==> src/rtl/spr_defs.sv <==
// SPR indices, mode values and sequencer state encoding shared by
// the interrupt entry/return logic.
package spr_defs;

    localparam logic [2:0] SPR_SR    = 3'd0;
    localparam logic [2:0] SPR_ESR   = 3'd1;
    localparam logic [2:0] SPR_ECA   = 3'd2;
    localparam logic [2:0] SPR_EPC   = 3'd3;
    localparam logic [2:0] SPR_EDATA = 3'd4;
    localparam logic [2:0] SPR_MODE  = 3'd5;
    localparam logic [2:0] SPR_EMODE = 3'd6;

    localparam logic [31:0] MODE_SYSTEM = 32'd0;
    localparam logic [31:0] MODE_USER   = 32'd1;

    typedef enum logic [3:0] {
        IDLE    = 4'd0,
        S_ESR   = 4'd1,
        S_ECA   = 4'd2,
        S_EPC   = 4'd3,
        S_EDATA = 4'd4,
        S_EMODE = 4'd5,
        S_CLRSR = 4'd6,
        S_MODE  = 4'd7,
        S_REDIR = 4'd8,
        R_SR    = 4'd9,
        R_MODE  = 4'd10,
        R_REDIR = 4'd11
    } state_t;

endpackage

==> src/rtl/isr_sequencer.sv <==
// Sequences interrupt entry / eret through the single SPR write port,
// stalling the pipeline and issuing a PC redirect at the end.
module isr_sequencer
    import spr_defs::*;
#(
    parameter logic [31:0] SISR = 32'h0000_0000,
    parameter int          CA_W = 23
) (
    input  logic            clk,
    input  logic            rst,
    input  logic            jisr,
    input  logic [CA_W-1:0] mca,
    input  logic            rpt,
    input  logic [31:0]     pc,
    input  logic [31:0]     next_pc,
    input  logic [31:0]     ea,
    input  logic            eret,
    input  logic [31:0]     sr_in,
    input  logic [31:0]     mode_in,
    input  logic [31:0]     esr_in,
    input  logic [31:0]     emode_in,
    input  logic [31:0]     epc_in,
    output logic            spr_we,
    output logic [2:0]      spr_sel,
    output logic [31:0]     spr_wdata,
    output logic            stall,
    output logic            pc_redirect,
    output logic [31:0]     pc_target,
    output logic            busy,
    output logic [7:0]      int_count
);

    state_t      state, state_d;
    logic        pend;
    logic [31:0] sr_snap, mode_snap, mca_snap, epc_snap, ea_snap;
    logic [31:0] esr_snap, emode_snap, ret_snap;
    logic        take_live, take_ret, take_pend;
    logic [31:0] mca_ext, epc_live;

    assign mca_ext  = {{(32-CA_W){1'b0}}, mca};
    assign epc_live = rpt ? pc : next_pc;
    assign busy     = (state != IDLE);
    assign stall    = busy | jisr | eret;

    always_comb begin
        state_d   = state;
        take_live = 1'b0;
        take_ret  = 1'b0;
        take_pend = 1'b0;
        case (state)
            IDLE: begin
                if (jisr) begin
                    take_live = 1'b1;
                    state_d   = S_ESR;
                end else if (eret) begin
                    take_ret = 1'b1;
                    state_d  = R_SR;
                end
            end
            S_ESR:   state_d = S_ECA;
            S_ECA:   state_d = S_EPC;
            S_EPC:   state_d = S_EDATA;
            S_EDATA: state_d = S_EMODE;
            S_EMODE: state_d = S_CLRSR;
            S_CLRSR: state_d = S_MODE;
            S_MODE:  state_d = S_REDIR;
            S_REDIR: state_d = IDLE;
            R_SR: begin
                state_d   = R_MODE;
                take_pend = jisr & ~pend;
            end
            R_MODE: begin
                state_d   = R_REDIR;
                take_pend = jisr & ~pend;
            end
            R_REDIR: begin
                if (pend) begin
                    state_d = S_ESR;
                end else if (jisr) begin
                    take_live = 1'b1;
                    state_d   = S_ESR;
                end else begin
                    state_d = IDLE;
                end
            end
            default: state_d = IDLE;
        endcase
    end

    always_comb begin
        spr_we      = 1'b0;
        spr_sel     = 3'd0;
        spr_wdata   = 32'd0;
        pc_redirect = 1'b0;
        pc_target   = 32'd0;
        case (state)
            S_ESR: begin
                spr_we    = 1'b1;
                spr_sel   = SPR_ESR;
                spr_wdata = sr_snap;
            end
            S_ECA: begin
                spr_we    = 1'b1;
                spr_sel   = SPR_ECA;
                spr_wdata = mca_snap;
            end
            S_EPC: begin
                spr_we    = 1'b1;
                spr_sel   = SPR_EPC;
                spr_wdata = epc_snap;
            end
            S_EDATA: begin
                spr_we    = 1'b1;
                spr_sel   = SPR_EDATA;
                spr_wdata = ea_snap;
            end
            S_EMODE: begin
                spr_we    = 1'b1;
                spr_sel   = SPR_EMODE;
                spr_wdata = mode_snap;
            end
            S_CLRSR: begin
                spr_we    = 1'b1;
                spr_sel   = SPR_SR;
                spr_wdata = 32'd0;
            end
            S_MODE: begin
                spr_we    = 1'b1;
                spr_sel   = SPR_MODE;
                spr_wdata = MODE_SYSTEM;
            end
            S_REDIR: begin
                pc_redirect = 1'b1;
                pc_target   = SISR;
            end
            R_SR: begin
                spr_we    = 1'b1;
                spr_sel   = SPR_SR;
                spr_wdata = esr_snap;
            end
            R_MODE: begin
                spr_we    = 1'b1;
                spr_sel   = SPR_MODE;
                spr_wdata = emode_snap;
            end
            R_REDIR: begin
                pc_redirect = 1'b1;
                pc_target   = ret_snap;
            end
            default: ;
        endcase
    end

    always_ff @(posedge clk) begin
        if (rst) begin
            state      <= IDLE;
            pend       <= 1'b0;
            int_count  <= 8'd0;
            sr_snap    <= 32'd0;
            mode_snap  <= 32'd0;
            mca_snap   <= 32'd0;
            epc_snap   <= 32'd0;
            ea_snap    <= 32'd0;
            esr_snap   <= 32'd0;
            emode_snap <= 32'd0;
            ret_snap   <= 32'd0;
        end else begin
            state <= state_d;
            if (take_live) begin
                sr_snap   <= sr_in;
                mode_snap <= mode_in;
                mca_snap  <= mca_ext;
                epc_snap  <= epc_live;
                ea_snap   <= ea;
            end
            if (take_ret) begin
                esr_snap   <= esr_in;
                emode_snap <= emode_in;
                ret_snap   <= epc_in;
            end
            // Interrupt during return: save the context being restored
            if (take_pend) begin
                pend      <= 1'b1;
                sr_snap   <= esr_snap;
                mode_snap <= emode_snap;
                mca_snap  <= mca_ext;
                epc_snap  <= epc_live;
                ea_snap   <= ea;
            end
            if (take_live | take_pend) begin
                int_count <= int_count + 8'd1;
            end
            if (state == R_REDIR) begin
                pend <= 1'b0;
            end
        end
    end

endmodule

==> config.mk <==
export PLATFORM = sky130hd
export DESIGN_NAME = isr_sequencer
export DESIGN_NICKNAME = d
export VERILOG_FILES = /design/src/rtl/spr_defs.sv /design/src/rtl/isr_sequencer.sv
export SDC_FILE = /design/constraint.sdc
export NUM_CORES = 1
export LEC_CHECK = 0
export ABC_AREA = 0
export CORE_ASPECT_RATIO = 1.4
export CORE_UTILIZATION = 35
export DETAILED_ROUTE_END_ITERATION = 8
export PLACE_DENSITY_LB_ADDON = 0.12
export SLEW_MARGIN = 20
export SYNTH_ARGS = -nofsm -noshare
export SYNTH_HDL_FRONTEND = slang
export SYNTH_SLANG_ARGS = --single-unit
==> constraint.sdc <==
create_clock -name clk -period 2 [get_ports clk]
set_input_delay 0.3 -clock clk [delete_from_list [all_inputs] [get_ports clk]]
set_output_delay 0.3 -clock clk [all_outputs]
set_load 0.01 [all_outputs]
==> results.cfg, run 1 <==
[final_layout]
seqCellArea_sq_um = 5220
syn_to_final_growth_pct = 75.77
drive_gt1_share_pct = 31.53
final_cell_mix = clkdlybuf4s50_1, nand2_1, dfxtp_1
instances_no_fill = 2520
fin_util_pct = 62.87
nNetsFinal = 2333
fillers = 2896
multi_input_area_sq_um = 7705
final_common_cell = clkdlybuf4s50_1

[synth]
synth-xor-area-share_pct = 0.07132
synth.area.top_cells = dfxtp_1, a21oi_1, nand2_1, a311oi_1, mux2i_1
syn_nets = 1828
synthSimpleGateAreaFrac_pct = 18.04
yosys.area.top_type_share_pct = 42.38
synth_top_family_by_area = compound AO/OA/AOI/OAI gates
synthDistinctLibCells = 55
ys.flop_type = dfxtp_1
netlist_area_sq_um = 12280
synth-edff-count = 0
synth_compound_area_share_pct = 27.28
synth_cells = 1543
ys_warn_count = 0
synth_seq_cells = 260
synthMuxAreaShare_pct = 6.184
yosysSeqAreaShare_pct = 42.38
yosys.area.top_type = dfxtp_1
async_flop_share_pct = 0
yosys.area_share.adder_pct = 0.1019
syn_area_per_cell_sq_um = 7.959

[sta]
setup_viol = 323
timing.fmax_ghz = 0.3841
period_needed_ps = 2603
maxSlewHeadroom_pct = 64.71
hold_violations = 0
rsz0062_at_grt = yes
drv_slew = 0
post-route-period-util_pct = 130.2
clock_skew_ps = 14.08
setup_slack_ps = -603.5
tightest_slew_ps = 529.4

[critical_path]
slowest_delay_ps = 460
crit_family = compound AO/OA/AOI/OAI gates
endpoint_kind = output pin
worst_ep_arrival_time_ps = 2300
cpMaxStageDelayCell = a222oi_1
critPathLaunchType = flip-flop
crit_required_ps = 1700
cp_cell_sequence = buf_8 -> mux2_2 -> a222oi_1 -> o21ai_1 -> buf_2
rrSetupSlack_ps = -180
path_class = reg2out
cp_max_fo = 7
path_buf_inv = 2

[grt]
grt_pass1_wl_microns = 81760
grt_max_degree = 75
grt_pass1_vias = 13430
grt_usage_pct = 29.56
grt-ovfl-total = 0
antenna_found_initial = 1

[floorplan]
die_w_microns = 160.3
ios = 363
die_area_sq_um = 35850
core_area_sq_um = 34330
initial_core_util_pct = 35.77
rows = 80
fp.dieH_microns = 223.6

[detailed_routing]
drtIter0Drc = 1110
dr.pass1.iters = 5
ant_nets = 0
via_count = 14120
top_layer_used = met4
remaining_drc_errors = 0
routed_wl_microns = 59410
met1Wirelength_microns = 24540
met3RoutedLength_microns = 4159
vias_per_cell = 5.603
wl_per_cell_microns = 23.58
dr_wl_met2_microns = 28640

[cts]
numCtsBuffers = 28
cts.path.max_buffers = 3
clkLatencyLatePin_ps = 570
htreeDepth = 1
clk_pin_slew_ps = 70
cts_num_sinks = 260
cts-root-buf = clkbuf_16
tritoncts = built

[placed_design]
gp_congestion = 0.8994
hpwl_microns = 36490
io_buffers = 362
dp_cells = 2344
place_ws_ps = -509.1

[run]
maxCapViolations = 0

[run_status]
failed_checks = negative setup slack
outcome = finished with violations

[power_and_ir_drop]
peakVddDrop_uv = 709.3
powerDensity_nw_per_um2 = 896.3
leakagePower_nw = 8.237

[worst_hold_path]
worstHoldPathType = in2reg
-- synthesized netlist by cell type, drive strengths merged, types with 3 or more instances --
library cell,instances
a211oi,32
a21oi,265
a221oi,12
a222oi,7
a22o,9
a22oi,30
a311oi,65
a31oi,4
a32o,3
a32oi,7
and2,35
buf,63
clkbuf,100
dfxtp,260
inv,3
mux2,18
mux2i,54
nand2,334
nand2b,10
nand3,61
nor2,16
nor2b,13
nor3,15
nor3b,3
o211ai,4
o21ai,81
o221ai,7
o2bb2ai,3
o31ai,3
or3,3
or4,3
-- registers in the layout, indices dropped and copies added, names as in the netlist --
| name | count |
|---|---|
| sr_snap | 32 |
| mca_snap | 23 |
| state | 4 |
| int_count | 8 |
| mode_snap | 32 |
| ret_snap | 32 |
| ea_snap | 32 |
| esr_snap | 32 |
| pend | 1 |
| emode_snap | 32 |
| epc_snap | 32 |
-- worst reg2reg max path, stage by stage (launching register included) --
cell and delay (ps):
dfxtp_4 380, buf_6 130, buf_6 120, buf_6 120, nor2_4 80, buf_6 130
mux2_4 360, nor2_4 170, buf_12 150, buf_12 150, clkbuf_16 160, a311oi_1 90
-- routing by layer --
layer	vias to the layer above	track usage [%]
li1	6591	-
met1	6805	39.87
met2	619	48.27
met3	105	4.518
met4	0	9.278
met5	-	0
-- stage by stage --
step	area, sq um	hold WS, ps	power, W	setup TNS [ps]
finish	21590	174.1	0.01935	-49210
global route	21590	192.3	0.02001	-65030
CTS	19580	170.2	0.01788	-44900
detailed placement	17310	442.1	0.01120	-17830
global placement	17310	437.3	0.01116	-17320
floorplan	12280	431.7	0.008620	0
-- report_power, final --
| group | leakage (nW) | switching [W] | total, W | internal (W) |
|---|---|---|---|---|
| logic | 5.63 | 0.00349 | 0.00733 | 0.00384 |
| registers | 2.13 | 0.000590 | 0.00640 | 0.00581 |
| clock network | 0.478 | 0.00232 | 0.00562 | 0.00330 |
| total | 8.24 | 0.00640 | 0.0193 | 0.0129 |
-- worst paths after layout --
path	endpoint	start	cells after the start
setup / recovery	spr_wdata[16]	state[3]	5
hold / removal	emode_snap[29]	rst	2
setup reg to reg	sr_snap[28]	state[1]	11
hold reg to reg	ret_snap[9]	ret_snap[9]	2
-- area by class of cell --
cell class | instances | share of cell area [%]
multi-input cells | 1118 | 35.69
clock inverters | 14 | 0.8289
diodes | 1 | 0.01159
clock buffers | 36 | 3.669
flip-flops and latches | 260 | 24.18
well taps | 451 | 2.614
inverters | 3 | 0.05217
repair buffers | 637 | 32.95
-- repair_timing --
| item | in CTS | in global routing |
|---|---|---|
| setup buffers | 55 | 36 |
| pin swaps | 54 | 116 |
| cloned | 16 | 32 |
| resized for setup | 422 | 284 |
| setup endpoints to repair | 215 | 330 |
| hold buffers | 0 | 0 |
| endpoints found under the hold margin | 0 | 0 |
-- kinds of logic (layout without fill, tap and decap cells) --
logic type,count (synthesis),after routing
and+or+nand+nor,502,502
AOI/OAI and AO/OA,541,541
adders and majority gates,1,1
other,0,1
DFF,260,260
xor gates and xnor gates,1,1
muxes,72,73
buffers and inverters,166,690
Power figures use the tool's default switching activity.
==> run 2: changes to the inputs <==
==> constraint.sdc (replaced) <==
create_clock -name clk -period 2 [get_ports clk]
set_input_delay 0.4 -clock clk [delete_from_list [all_inputs] [get_ports clk]]
set_output_delay 0.4 -clock clk [all_outputs]
set_load 0.01 [all_outputs]
==> results.cfg, run 2 (same netlist as run 1, synthesis figures left out) <==
[run_status]
outcome = finished with violations
failed_checks = negative setup slack

[worst_hold_path]
worstHoldStart = rst
worstHoldPathType = in2reg
hold_path_end = int_count[5]
hold_depth = 2

[cts]
tritoncts = built
cts_hold_buf = 0
cts.path.max_buffers = 3
clkLatencyLatePin_ps = 570
numCtsBuffers = 28
htreeDepth = 1
clk_pin_slew_ps = 70
cts-root-buf = clkbuf_16
cts_num_sinks = 260

[critical_path]
endpoint_kind = output pin
worst_ep_arrival_time_ps = 2240
path_class = reg2out
crit_required_ps = 1600
r2r_cells = 11
timing.rr.end = sr_snap[0]
critPathLaunchType = flip-flop
cp_max_fo = 8
rrSetupSlack_ps = -190
timing.rr.start = state[1]

[power_and_ir_drop]
powerDensity_nw_per_um2 = 893.1
leakagePower_nw = 8.217
peakVddDrop_uv = 667.5
switching_share_pct = 33.54
seq_power_share_pct = 32.3
p_int_w = 0.01321
combPwrFrac_pct = 39.8
p_switching_w = 0.006666
p_clk_share_pct = 27.9

[detailed_routing]
remaining_drc_errors = 0
wl_per_cell_microns = 23.08
vias_per_cell = 5.619
routed_wl_microns = 58240
met1Wirelength_microns = 23470
met3RoutedLength_microns = 4588
via_count = 14180
dr_wl_met2_microns = 27870
dr.pass1.iters = 6
top_layer_used = met4
drtIter0Drc = 959
ant_nets = 0

[grt]
grt_usage_pct = 29.17
grt_pass1_vias = 13550
grt-ovfl-total = 0
grt_max_degree = 89
antenna_found_initial = 3
grt_pass1_wl_microns = 80830

[placed_design]
place_ws_ps = -553.8
io_buffers = 362
gp_congestion = 0.9189
dpl_cell_area_sq_um = 17390
hpwl_microns = 37430

[sta]
clock_skew_ps = 18.46
hold_violations = 0
rsz0062_at_grt = yes
tightest_slew_ps = 646.0
drv_slew = 0
maxSlewHeadroom_pct = 56.93
setup_slack_ps = -641.7
setup_viol = 311
period_needed_ps = 2642
post-route-period-util_pct = 132.1
timing.fmax_ghz = 0.3786

[final_layout]
final_cell_mix = nand2_1, clkdlybuf4s50_1, dfxtp_1
drive_gt1_share_pct = 37.51
nNetsFinal = 2335
final_common_cell = nand2_1
fin_area_sq_um = 22250
syn_to_final_growth_pct = 81.21
fillers = 2818

[floorplan]
core_area_sq_um = 34330
die_w_microns = 160.3
initial_core_util_pct = 35.77
fp.dieH_microns = 223.6
rows = 80
die_area_sq_um = 35850
ios = 363

[run]
maxCapViolations = 0
run 2: cell count changes in the layout (fill, tap and decap cells not counted), sizes merged:
cell,previous run,this run
clkdlybuf4s15,25,0
clkbuf,62,56
dlygate4sd2,1,0
clkinv,7,6
buf,295,329
diode,1,3
run 2: cell type report:
type	instances	area (sq um)	area share, %
diodes	3	7.507	0.03373
clock buffers	36	782.0	3.514
clock inverters	13	177.7	0.7984
inverters	3	11.26	0.05060
multi-input cells	1118	8393	37.72
flip-flops and latches	260	5223	23.47
well taps	451	564.3	2.536
repair buffers	639	7096	31.88
run 2: metal layers:
| metal | GRT usage [%] | up-vias |
|---|---|---|
| li1 | - | 6608 |
| met1 | 38.29 | 6821 |
| met2 | 47.39 | 638 |
| met3 | 5.480 | 110 |
| met4 | 10.84 | 0 |
| met5 | 0 | - |
run 2: worst max path at each step:
stage,slack (ps),to,from
2_1_floorplan,9,spr_wdata[24],state[0]
3_3_place_gp,-610,spr_wdata[24],state[0]
3_5_place_dp,-550,spr_wdata[2],state[2]
4_1_cts,-560,spr_wdata[16],state[2]
5_1_grt,-720,spr_wdata[1],state[0]
6_report,-640,spr_wdata[1],state[1]
run 2: stage by stage:
stage | setup TNS, ps | total power (W) | util (%) | hold slack (ps) | cells
3_5_place_dp | -39480 | 0.01126 | 50.66 | 442.3 | 2354
3_3_place_gp | -33200 | 0.01121 | 50.66 | 437.1 | 2354
6_report | -55190 | 0.01988 | 64.82 | 227.4 | 2523
2_1_floorplan | 0 | 0.008622 | - | 431.7 | 1543
5_1_grt | -73340 | 0.02057 | 64.82 | 226.6 | 2523
4_1_cts | -46390 | 0.01777 | 57.09 | 206.9 | 2463
run 2: critical path: stages (launching register included):
cell,delay (ps)
dfxtp_4,390
buf_8,140
nor4b_4,330
buf_6,180
buf_8,140
a222oi_1,100
o21ai_1,190
buf_2,190
run 2: repair_timing:
item | in CTS | in global routing
setup endpoints to repair | 301 | 326
endpoints found under the hold margin | 0 | 0
gates resized for setup | 474 | 466
setup buffers | 47 | 48
pin swaps | 55 | 166
gates cloned | 17 | 24
run 2: power by group through the flow:
stage | registers [W] | clock network [W] | logic [W]
global placement | 0.00640 | 0 | 0.00481
finish | 0.00643 | 0.00554 | 0.00791
floorplan | 0.00615 | 0 | 0.00247
global route | 0.00647 | 0.00581 | 0.00829
detailed placement | 0.00640 | 0 | 0.00486
CTS | 0.00632 | 0.00559 | 0.00586
==> run 3: changes to the inputs <==
--- a/config.mk
+++ b/config.mk
@@ -6,8 +6,8 @@
 export NUM_CORES = 1
 export LEC_CHECK = 0
 export ABC_AREA = 0
-export CORE_ASPECT_RATIO = 1.4
 export CORE_UTILIZATION = 35
+export CTS_CLUSTER_SIZE = 14
 export DETAILED_ROUTE_END_ITERATION = 8
 export PLACE_DENSITY_LB_ADDON = 0.12
 export SLEW_MARGIN = 20
==> results.cfg, run 3 (same netlist as run 1, synthesis figures left out) <==
[run_status]
outcome = finished with violations
failed_checks = negative setup slack

[critical_path]
cp-startpoint = state[2]
path_class = reg2out
timing.rr.start = state[1]
crit_required_ps = 1600
endpoint_kind = output pin
critPathLaunchType = flip-flop
rrSetupSlack_ps = -130
worst_ep_arrival_time_ps = 2270
cp_max_fo = 5
timing.rr.end = emode_snap[25]
r2r_cells = 10

[detailed_routing]
dr.pass1.iters = 6
ant_nets = 0
remaining_drc_errors = 0
drtIter0Drc = 1680
vias_per_cell = 5.731
via_count = 14750
routed_wl_microns = 61910
wl_per_cell_microns = 24.06

[final_layout]
final_cell_mix = nand2_1, clkdlybuf4s50_1, dfxtp_1
syn_to_final_growth_pct = 78.29
drive_gt1_share_pct = 31.63
instances_no_fill = 2573
seqCellArea_sq_um = 5225
final_common_cell = nand2_1
multi_input_area_sq_um = 7579
nNetsFinal = 2378
fin_util_pct = 63.38
fillers = 2913

[floorplan]
die_area_sq_um = 35840
rows = 68
initial_core_util_pct = 35.55
ios = 363
core_area_sq_um = 34540
fp.dieH_microns = 189.3
die_w_microns = 189.3

[sta]
period_needed_ps = 2675
drv_slew = 0
setup_slack_ps = -674.8
timing.fmax_ghz = 0.3739
rsz0062_at_grt = yes
tns_ps = -40020
setup_viol = 222
clock_skew_ps = 13.03
hold_violations = 0
tightest_slew_ps = 469.3
post-route-period-util_pct = 133.7
maxSlewHeadroom_pct = 68.71

[grt]
antenna_found_initial = 7
grt_usage_pct = 30.89
grt_max_degree = 75
grt_pass1_vias = 13800
grt_pass1_wl_microns = 84550
grt-ovfl-total = 0

[power_and_ir_drop]
switching_share_pct = 33.16
seq_power_share_pct = 32.1
power.total_w = 0.01992
p_int_w = 0.01331
powerDensity_nw_per_um2 = 909.8
peakVddDrop_uv = 708.4
p_clk_share_pct = 28.1
p_switching_w = 0.006605
leakagePower_nw = 8.422
combPwrFrac_pct = 39.8

[worst_hold_path]
hold_path_end = emode_snap[24]
worstHoldPathType = in2reg
worstHoldStart = rst
hold_depth = 2

[cts]
htreeDepth = 1
cts_num_sinks = 260
numCtsBuffers = 30
clkLatencyLatePin_ps = 570
cts-root-buf = clkbuf_16
cts.path.max_buffers = 3
tritoncts = built
clk_pin_slew_ps = 60

[placed_design]
hpwl_microns = 39530
io_buffers = 362
gp_congestion = 0.9396
dp_cells = 2377

[run]
maxCapViolations = 0
## run 3: cell types whose count changed in the layout (fill, tap and decap cells not counted), sizes merged
cell | before | now
buf | 329 | 359
bufbuf | 1 | 0
bufinv | 4 | 2
clkbuf | 56 | 77
clkdlybuf4s15 | 0 | 1
clkdlybuf4s50 | 289 | 288
clkinv | 6 | 4
clkinvlp | 2 | 1
dlymetal6s2s | 0 | 1
inv | 4 | 3
mux2 | 19 | 20
## run 3: critical path, cell delays in order, from the launching register on
cell and delay [ps]:
dfxtp_4 430, buf_6 120, and2b_1 210, buf_6 150, a22o_1 230, a222oi_1 270
o21ai_1 130, buf_2 160
## run 3: repair_timing
item | 4_1_cts | 5_1_grt
setup endpoints to repair | 292 | 237
buffers inserted | 75 | 40
hold endpoints to repair | 0 | 0
hold buffers | 0 | 0
pin swaps | 47 | 99
resized for setup | 499 | 246
gates cloned | 10 | 32
## run 3: worst max path at each step
stage | endpoint
after CTS | spr_wdata[1]
after global routing | spr_wdata[23]
final | spr_wdata[23]
after detailed placement | spr_wdata[22]
after global placement | spr_wdata[22]
after floorplan | spr_wdata[24]
## run 3: per-stage QoR
stage          hold slack (ps)  setup slack [ps]  cell area, sq um
2_1_floorplan            431.7             9.069             12280
3_3_place_gp             438.6            -721.5             17630
3_5_place_dp             445.0            -691.3             17630
4_1_cts                  322.2            -651.8             19920
5_1_grt                  323.7            -756.9             21890
6_report                 320.5            -674.8             21890
## run 3: final cells by class
class	instances	area share, %
Clock buffer	47	4.137
Tap cell	455	2.600
Sequential cell	260	23.86
Clock inverter	7	0.4172
Timing Repair Buffer	679	34.28
Antenna cell	3	0.03429
Multi-Input combinational cell	1119	34.61
Inverter	3	0.05143
## run 3: power groups by stage
| stage | clock, W | sequential [W] | combinational [W] |
|---|---|---|---|
| after CTS | 0.00562 | 0.00632 | 0.00603 |
| after detailed placement | 0 | 0.00638 | 0.00503 |
| after global routing | 0.00587 | 0.00643 | 0.00825 |
| after global placement | 0 | 0.00639 | 0.00498 |
| after floorplan | 0 | 0.00615 | 0.00247 |
| final | 0.00560 | 0.00639 | 0.00793 |
## run 3: layer usage
metal / wire [microns] / global-route usage (%)
met1: 25850 / 42.87
met2: 26860 / 46.85
met3: 6843 / 8.397
met4: 2296 / 8.220
met5: 53 / 0
